**src/rtl/seq_detect_pkg.sv**
```systemverilog
// rtl/seq_detect_pkg.sv - shared types, defaults and width helper for the sequence detectors
package seq_detect_pkg;

    typedef enum logic {
        IDLE  = 1'b0,
        SHIFT = 1'b1
    } state_t;

    localparam int DEF_MAX_LEN = 8;
    localparam int DEF_DATA_W  = 8;

    // Bits needed to hold a pattern length in the range 0..max_len
    function automatic int LEN_W(input int max_len);
        return $clog2(max_len + 1);
    endfunction

endpackage

```
**src/rtl/pattern_match_core.sv**
```systemverilog
// rtl/pattern_match_core.sv - bit history, fill tracking and registered pattern compare
module pattern_match_core
    import seq_detect_pkg::*;
#(
    parameter int MAX_LEN = DEF_MAX_LEN
) (
    input  logic                       clk,
    input  logic                       rst,
    input  logic                       shift_en,
    input  logic                       shift_bit,
    input  logic                       clear,
    input  logic [MAX_LEN-1:0]         pat,
    input  logic [LEN_W(MAX_LEN)-1:0]  len,
    input  logic                       ovl,
    output logic                       match
);

    localparam int            LW       = LEN_W(MAX_LEN);
    localparam logic [LW-1:0] FILL_ONE = LW'(1);
    localparam logic [LW-1:0] FILL_MAX = LW'(MAX_LEN);

    // Only MAX_LEN-1 old bits are stored; the incoming bit completes the window
    logic [MAX_LEN-2:0] hist;
    logic [MAX_LEN-1:0] next_hist;
    logic [MAX_LEN-1:0] len_mask;
    logic [LW-1:0]      fill;
    logic [LW-1:0]      next_fill;
    logic               hit;

    // Window after the incoming bit and its compare against the low len pattern bits
    always_comb begin
        next_hist = {hist, shift_bit};
        next_fill = (fill == FILL_MAX) ? fill : fill + FILL_ONE;
        for (int i = 0; i < MAX_LEN; i++) begin
            len_mask[i] = (LW'(i) < len);
        end
        hit = (((next_hist ^ pat) & len_mask) == '0) && (next_fill >= len);
    end

    // History/fill update and match register; a clear discards a coincident bit
    always_ff @(posedge clk or negedge rst) begin
        if (!rst) begin
            hist  <= '0;
            fill  <= '0;
            match <= 1'b0;
        end else begin
            match <= 1'b0;
            if (clear) begin
                hist <= '0;
                fill <= '0;
            end else if (shift_en) begin
                hist  <= next_hist[MAX_LEN-2:0];
                match <= hit;
                fill  <= (hit && !ovl) ? '0 : next_fill;
            end
        end
    end

endmodule

```
**src/rtl/seq_stream_ctrl.sv**
```systemverilog
// rtl/seq_stream_ctrl.sv - byte stream serializer and programmable sequence detector (option: SEQ_MATCH_CNT_EN)
module seq_stream_ctrl
    import seq_detect_pkg::*;
#(
    parameter int MAX_LEN = DEF_MAX_LEN,
    parameter int DATA_W  = DEF_DATA_W
`ifdef SEQ_MATCH_CNT_EN
    ,
    parameter int CNT_W   = 16
`endif
) (
    input  logic                      clk,
    input  logic                      rst,
    input  logic                      in_valid,
    output logic                      in_ready,
    input  logic [DATA_W-1:0]         in_data,
    input  logic                      cfg_we,
    input  logic [MAX_LEN-1:0]        cfg_pat,
    input  logic [LEN_W(MAX_LEN)-1:0] cfg_len,
    input  logic                      cfg_ovl,
    input  logic                      flush,
    output logic                      busy,
    output logic                      match
`ifdef SEQ_MATCH_CNT_EN
    ,
    input  logic                      cnt_clr,
    output logic [CNT_W-1:0]          match_cnt
`endif
);

    localparam int               LW       = LEN_W(MAX_LEN);
    localparam int               IDX_W    = $clog2(DATA_W);
    localparam logic [IDX_W-1:0] IDX_LAST = IDX_W'(DATA_W - 1);
    localparam logic [IDX_W-1:0] IDX_ONE  = IDX_W'(1);
    localparam logic [LW-1:0]    LEN_MIN  = LW'(1);
    localparam logic [LW-1:0]    LEN_MAX  = LW'(MAX_LEN);

    state_t             state;
    logic [DATA_W-1:0]  word;
    logic [IDX_W-1:0]   bit_idx;
    logic [MAX_LEN-1:0] pat_q;
    logic [LW-1:0]      len_q;
    logic               ovl_q;
    logic [LW-1:0]      len_clamped;
    logic               hs;
    logic               cfg_wr;

    // Ready while idle or while the last bit of the current word is going out
    assign in_ready = (state == IDLE) || (bit_idx == '0);
    assign busy     = (state == SHIFT);
    assign hs       = in_valid && in_ready;
    assign cfg_wr   = cfg_we && (state == IDLE) && !hs;

    // A zero length acts as one bit; lengths beyond the history are cut to MAX_LEN
    always_comb begin
        len_clamped = cfg_len;
        if (cfg_len == '0) begin
            len_clamped = LEN_MIN;
        end else if (cfg_len > LEN_MAX) begin
            len_clamped = LEN_MAX;
        end
    end

    // Handshake/serializer FSM plus the config latch, which only loads while idle
    always_ff @(posedge clk or negedge rst) begin
        if (!rst) begin
            state   <= IDLE;
            word    <= '0;
            bit_idx <= '0;
            pat_q   <= '0;
            len_q   <= LEN_MIN;
            ovl_q   <= 1'b1;
        end else begin
            case (state)
                IDLE: begin
                    if (hs) begin
                        word    <= in_data;
                        bit_idx <= IDX_LAST;
                        state   <= SHIFT;
                    end else if (cfg_we) begin
                        pat_q <= cfg_pat;
                        len_q <= len_clamped;
                        ovl_q <= cfg_ovl;
                    end
                end
                SHIFT: begin
                    if (bit_idx == '0) begin
                        if (hs) begin
                            word    <= in_data;
                            bit_idx <= IDX_LAST;
                        end else begin
                            state <= IDLE;
                        end
                    end else begin
                        bit_idx <= bit_idx - IDX_ONE;
                    end
                end
                default: state <= IDLE;
            endcase
        end
    end

    pattern_match_core #(
        .MAX_LEN (MAX_LEN)
    ) u_core (
        .clk       (clk),
        .rst       (rst),
        .shift_en  (busy),
        .shift_bit (word[bit_idx]),
        .clear     (flush || cfg_wr),
        .pat       (pat_q),
        .len       (len_q),
        .ovl       (ovl_q),
        .match     (match)
    );

`ifdef SEQ_MATCH_CNT_EN
    // Saturating count of match pulses; clear beats a coincident pulse
    always_ff @(posedge clk or negedge rst) begin
        if (!rst) begin
            match_cnt <= '0;
        end else if (cnt_clr) begin
            match_cnt <= '0;
        end else if (match && (match_cnt != '1)) begin
            match_cnt <= match_cnt + CNT_W'(1);
        end
    end
`endif

endmodule

```
**config.mk**
```make
export PLATFORM = sky130hd
export DESIGN_NAME = seq_stream_ctrl
export DESIGN_NICKNAME = d
export VERILOG_FILES = /design/src/rtl/seq_detect_pkg.sv /design/src/rtl/pattern_match_core.sv /design/src/rtl/seq_stream_ctrl.sv
export SDC_FILE = /design/constraint.sdc
export NUM_CORES = 1
export LEC_CHECK = 0
export CORE_ASPECT_RATIO = 1.1
export CORE_MARGIN = 5
export CORE_UTILIZATION = 35
export CTS_CLUSTER_DIAMETER = 120
export DETAILED_ROUTE_END_ITERATION = 8
export REMOVE_ABC_BUFFERS = 1
export SLEW_MARGIN = 40
export SYNTH_ARGS = -nofsm -noshare
export SYNTH_HDL_FRONTEND = slang
export SYNTH_SLANG_ARGS = --single-unit
```
**constraint.sdc**
```tcl
create_clock -name clk -period 2.69 [get_ports clk]
set_input_delay 0.269 -clock clk [delete_from_list [all_inputs] [get_ports clk]]
set_output_delay 0.269 -clock clk [all_outputs]
set_load 0.05 [all_outputs]
```
== After elaboration in Yosys (flattened, before gate mapping) ==
Cells that the tools add are included.

* Shift operators: 0
* Mux-type cells: 21
* Order comparisons: 11
* Equality and inequality tests: 2
* Reduce and logical (&&, ||, !) cells: 14
* Multipliers: 0
* Bitwise operators: 4
* Div/mod/pow operators: 0
* Add/subtract/negate cells: 2

{| class="wikitable"
|+ Operator list
! operator !! count
|-
| $mux 4 || 6
|-
| $lt 3x4->1 const A || 4
|-
| $mux 8 || 2
|-
| $pmux 8 s2 || 1
|-
| $mux 7 || 2
|-
| $and 8x8->8 || 1
|-
| $logic_not 8->1 || 1
|-
| $lt 1x4->1 const A || 2
|-
| $lt 2x4->1 const A || 2
|-
| $xor 8x8->8 || 1
|-
| $mux 3 || 2
|-
| $pmux 3 s2 || 1
|-
| $logic_and 1x1->1 || 5
|-
| $mux 1 || 5
|-
| $add 4x1->4 const B || 1
|-
| $eq 4x4->1 const B || 1
|-
| $ge 4x4->1 || 1
|-
| $gt 4x4->1 const B || 1
|-
| $logic_not 4->1 || 1
|-
| $lt 3x4->1 const B || 1
|-
| $bmux 1 s3 || 1
|-
| $logic_not 3->1 || 1
|-
| $reduce_and 3->1 || 1
|-
| $sub 3x1->3 const B || 1
|-
| other kinds (6) || 9
|}

* Latch bits: 0
* Register bits: 37
* ROM bits: 0
* Output and inout port bits: 3
* Word-level logic and storage cells: 63
* Memory bits (writable): 0
* Memories: 0

== Depth between registers and ports, before layout ==
* Depth in word-level cells: 10
* Mapped depth: 11
* Mapped depth without buffers: 11

== Hierarchy ==
Synthesis repeated with hierarchy kept, for this count alone.

* Cells, all modules: 167
* Area, all modules: 1966.9 um^2

{| class="wikitable"
|+ Modules (own cells, without submodules)
! module !! sequential area each (um^2) !! area each (um^2) !! times used !! cells an instance
|-
| seq_stream_ctrl || 628.1 || 1124.8 || 1 || 76
|-
| pattern_match_core || 300.3 || 842.1 || 1 || 91
|}

== Worst setup path after synthesis ==
OpenSTA, ideal clock, no wires.

* Path kind: register to register
* From: register bit_idx[0]
* To: register word[0]
* Setup slack: -0.390 ns
* Data required time: 2.565 ns
* Arrival time: 2.955 ns
* Buffers on the path: 2
* Clock period less this slack: 3.080 ns
* Setup time: 0.125 ns
* Stages on the path, launching flop included: 9
* Cells stage by stage: dfrtp_1 > buf_6 > inv_1 > ha_1 > inv_1 > o21ai_0 > and2_1 > clkbuf_1 > mux2_2

* Longest elaborated chain between the ends: 6

{| class="wikitable"
|+ RTL lines
! what !! RTL line !! RTL
|-
| start, declared || seq_stream_ctrl.sv:40 || <nowiki>logic [IDX_W-1:0] bit_idx;</nowiki>
|-
| start signal, assigned || seq_stream_ctrl.sv:95 || <nowiki>bit_idx <= bit_idx - IDX_ONE;</nowiki>
|-
| $logic_not 3->1 (*) || seq_stream_ctrl.sv:49 || <nowiki>assign in_ready = (state == IDLE) || (bit_idx == '0);</nowiki>
|-
| $logic_or 1x1->1 (*) || seq_stream_ctrl.sv:49 ||
|-
| via in_ready || seq_stream_ctrl.sv:15 || <nowiki>output logic in_ready,</nowiki>
|-
| $logic_and 1x1->1 (*) || seq_stream_ctrl.sv:51 || <nowiki>assign hs = in_valid && in_ready;</nowiki>
|-
| $mux 8 (*) || -- ||
|-
| $mux 8 || -- ||
|-
| $pmux 8 s2 (*) || -- ||
|-
| end signal, assigned || seq_stream_ctrl.sv:77 || <nowiki>word <= in_data;</nowiki>
|-
| end signal, assigned || seq_stream_ctrl.sv:89 || <nowiki>word <= in_data;</nowiki>
|-
| end, declared || seq_stream_ctrl.sv:39 || <nowiki>logic [DATA_W-1:0] word;</nowiki>
|}

Mark *: on every way through the listed nets, which the timed path passes. The rest lies on a longest branch. The select of a mux whose other input is x is not followed.
A chain may end at the register's enable or synchronous reset.

== Worst setup path in the final report ==
* From: register u_core.fill[0]
* To: register u_core.fill[0]

* Longest elaborated chain between the ends: 8

{| class="wikitable"
|+ RTL lines
! what !! RTL line !! RTL
|-
| start, declared || pattern_match_core.sv:26 || <nowiki>logic [LW-1:0] fill;</nowiki>
|-
| start signal, assigned || pattern_match_core.sv:54 || <nowiki>fill <= (hit && !ovl) ? '0 : next_fill;</nowiki>
|-
| $add 4x1->4 / $eq 4x4->1 (equally long branches) || pattern_match_core.sv:33 || <nowiki>next_fill = (fill == FILL_MAX) ? fill : fill + FILL_ONE;</nowiki>
|-
| $mux 4 (*) || pattern_match_core.sv:33 ||
|-
| $ge 4x4->1 || pattern_match_core.sv:37 || <nowiki>hit = (((next_hist ^ pat) & len_mask) == '0) && (next_fill >= len);</nowiki>
|-
| $logic_and 1x1->1 || pattern_match_core.sv:37 ||
|-
| $logic_and 1x1->1 || pattern_match_core.sv:54 ||
|-
| $mux 4 (*) || pattern_match_core.sv:54 ||
|-
| $mux 4 (*) || pattern_match_core.sv:51 || <nowiki>end else if (shift_en) begin</nowiki>
|-
| $mux 4 (*) || pattern_match_core.sv:48 || <nowiki>if (clear) begin</nowiki>
|}

Every way passes the cells marked *; elsewhere a longest branch is shown, timed or not. The select of a mux whose other input is x is not followed.

==> impl_results.md <==
* CTS tree: yes
* Post-CTS Hold Buffers at 0
* Synth area leader: dfrtp_1
* Critical Path End Type: flop
* Vias/cell at 4.98
* CP startpoint kind: flop
* Port bufs at 28
* CP max FO at 5
* Clk sinks at 37
* Final ANT Viol Nets at 0
* Hold Vio Cnt, Final at 0
* Mapped cell area at 1860 sq um
* Via count at 1340
* Post-Syn Area per Cell at 11.6 sq um
* Area growth syn-to-layout at 27.7%
* Power Density at 999 nW/um^2
* Ports at 29
* Synth Flop Type: dfrtp_1
* # setup viols final at 0
* DRT Pass-1 Iters at 4
* Remaining DRCs at 0
* Largest family of logic cells by synthesized area: multiplexers
* Pin count of the biggest net entering global routing at 38
* Sequential power share at 0.416
* Core ar. at 5100 sq um
* Layout cells sized above 1 at 0.228
* Largest cells by area after synthesis: dfrtp_1 (47%), mux2_2 (11%), ha_1 (5.4%)
* Worst Path Required at 2.86 ns
* CTS H-tree depth at 2
* Core Rows at 27
* Root buffer cell: clkbuf_8
* Worst R2R Setup Slack at 0.15 ns
* Post-Route WL at 3.79 mm
* Post-synthesis mux area share at 0.148
* Mapped Cells at 161
* Yosys cell types at 35
* EDFF count, synth at 0
* Fillers at 462
* Leakage at 1.03 nW
* Cell internal pwr at 1.53 mW
* Final instance area at 2380 sq um
* Post-synthesis compound-gate area fraction at 0.138
* RSZ-0062 raised after global routing: false
* Slew @ Worst Pin at 0.496 ns
* Antenna violations before repair at 0
* Num CTS Buffers at 5
* Routability Congestion at 0.791
* Clock-pin slew on the worst setup and hold paths at 0.07 ns
* Xor-xnor portion of the synthesized cell area at 0.0470
* Die extent in x at 79.6 um
* Tot GR Track Use at 0.127
* Number of global-route vias before repair at 1485
* Fin crit share at 0.945
* Arr. time, crit path at 2.71 ns
* Deepest clock path buffer count at 2
* Die height at 86.5 um
* F_max at 393 MHz
* Initial Util at 0.365
* Slew HR at 0.668
* NumNets Final at 230
* Die footprint at 6890 sq um
* Post-Synth Adder-Cell Area at 0.0537
* Commonest cells post-synth: dfrtp_1 (35), mux2_2 (19), inv_1 (13), o21ai_0 (13), ha_1 (8)
* DP Wirelength at 2.90 mm
* Iteration-0 DRC Markers at 80
* Status: finished clean
* Cell area after placement at 2240 sq um
* Final WS setup at 0.147 ns
* Synth Warn # at 0
* Share of flip-flops with an asynchronous set or reset at 1.00
* First-pass GRT wire length at 6.84 mm
* Hold Crit Class: input port to asynchronous set/reset pin
* Post-Route Skew at 0.00815 ns
* Simple-Gate Fraction of Synth Area at 0.0725
* Switching power at 0.848 mW
* Max cap viols at 0
* Synth top area share at 0.470
* Ant diodes at 0
* Drt wl/cell at 14.1 um
* Most frequent cell after synthesis: dfrtp_1
* Max VDD drop at 0.436 mV
* Gate power share at 0.433
* Clock Latency Late Sink at 0.28 ns
* Slew Limit Fails at 0
* FF+latch count, synth at 37
* Setup_tns at 0 ns
* Setup Slack @ Placement at -0.0629 ns
* Sw Ratio at 0.357
* Critical path type: flop to flop
* Register Area at 928 sq um
* Clock network fraction of total power at 0.152
* Sequential cell area fraction in the yosys report at 0.498
* Grt ovf at 0
* Final min period at 2.54 ns
* Multi-input logic area at 908 sq um
kinds of logic after synthesis:
kind of cell / after synthesis
multiplexers: 24
XOR/XNOR: 10
AO/OA/AOI/OAI: 36
AND/OR/NAND/NOR: 27
flip-flops: 37
buffers and inverters: 19
adder cells (fa/ha/maj): 8
path summary, 6_finish.rpt:
path	startpoint	to	cells after the start
setup / recovery	u_core.fill[0]	u_core.fill[0]	11
hold reg to reg	word[7]	word[7]	1
max in group asynchronous	rst	ovl_q	2
hold / removal	rst	pat_q[4]	2
setup reg to reg	u_core.fill[0]	u_core.fill[0]	11
min in group clk	word[7]	word[7]	1
power by group through the flow:
| stage | Clock [mW] | Combinational, mW | Sequential (mW) |
|---|---|---|---|
| 6_report | 0.360 | 1.03 | 0.989 |
| 5_1_grt | 0.403 | 1.17 | 1.03 |
| 4_1_cts | 0.376 | 0.958 | 0.986 |
| 3_5_place_dp | 0 | 0.958 | 0.997 |
| 3_3_place_gp | 0 | 0.902 | 0.985 |
| 2_1_floorplan | 0 | 0.694 | 0.956 |
through the flow:
stage,instances,utilization,total power [mW],hold WS [ns]
after floorplan,155,-,1.65,-0.0266
after global placement,260,0.439,1.89,0.490
after detailed placement,260,0.439,1.95,0.502
after CTS,268,0.455,2.32,0.427
after global routing,269,0.467,2.60,0.457
final,269,0.467,2.38,0.408
cell type report:
cell class              count  share of cell area
flip-flops and latches     37               0.390
multi-input cells         105               0.382
repair buffers             34               0.136
well taps                  72              0.0378
clock buffers               8              0.0336
inverters                  13              0.0215
flip-flops by register name (all words and copies together), names as in the netlist:
signal	flops
pat_q	8
word	8
u_core.hist	7
len_q	4
u_core.fill	4
bit_idx	3
busy	1
ovl_q	1
u_core.match	1
metal layers:
layer  routed length [um]  part of all wire  up-vias  track usage
met1                 1630              0.43      664        0.147
met5                    0                 0        -            0
met2                 1940              0.51       26        0.222
li1                     -                 -      644            -
met3                  170             0.045        6       0.0416
met4                   49             0.013        0       0.0391
timing repair:
item,4_1_cts,5_1_grt
pin swaps,1,4
buffers inserted,0,1
gates resized for setup,0,14
setup endpoints to repair,1,4
cell usage in the layout (no fill, tap or decap), types with 4 or more instances in the layout:
cell type        Yosys  routed
dfrtp_1             35      35
clkdlybuf4s50_1      0      27
mux2_2              19      18
o21ai_0             13      12
inv_1               13      11
buf_4                0       7
nand2_1              7       6
a22o_1               6       6
ha_1                 8       6
xnor2_1              6       5
clkbuf_8             0       5
xor2_1               4       4
mux2i_1              4       4
nor2_1               5       4
critical path, stage by stage (launching register included):
cell      delay (ns)
dfrtp_1         0.41
inv_2           0.09
ha_4            0.17
nand2_4         0.07
nand2_1         0.05
mux2_4          0.29
inv_4           0.07
ha_4            0.13
o21ai_1         0.06
a221o_2         0.35
a2111o_1        0.42
a221o_1         0.32
(Power assumes the default switching activity.)
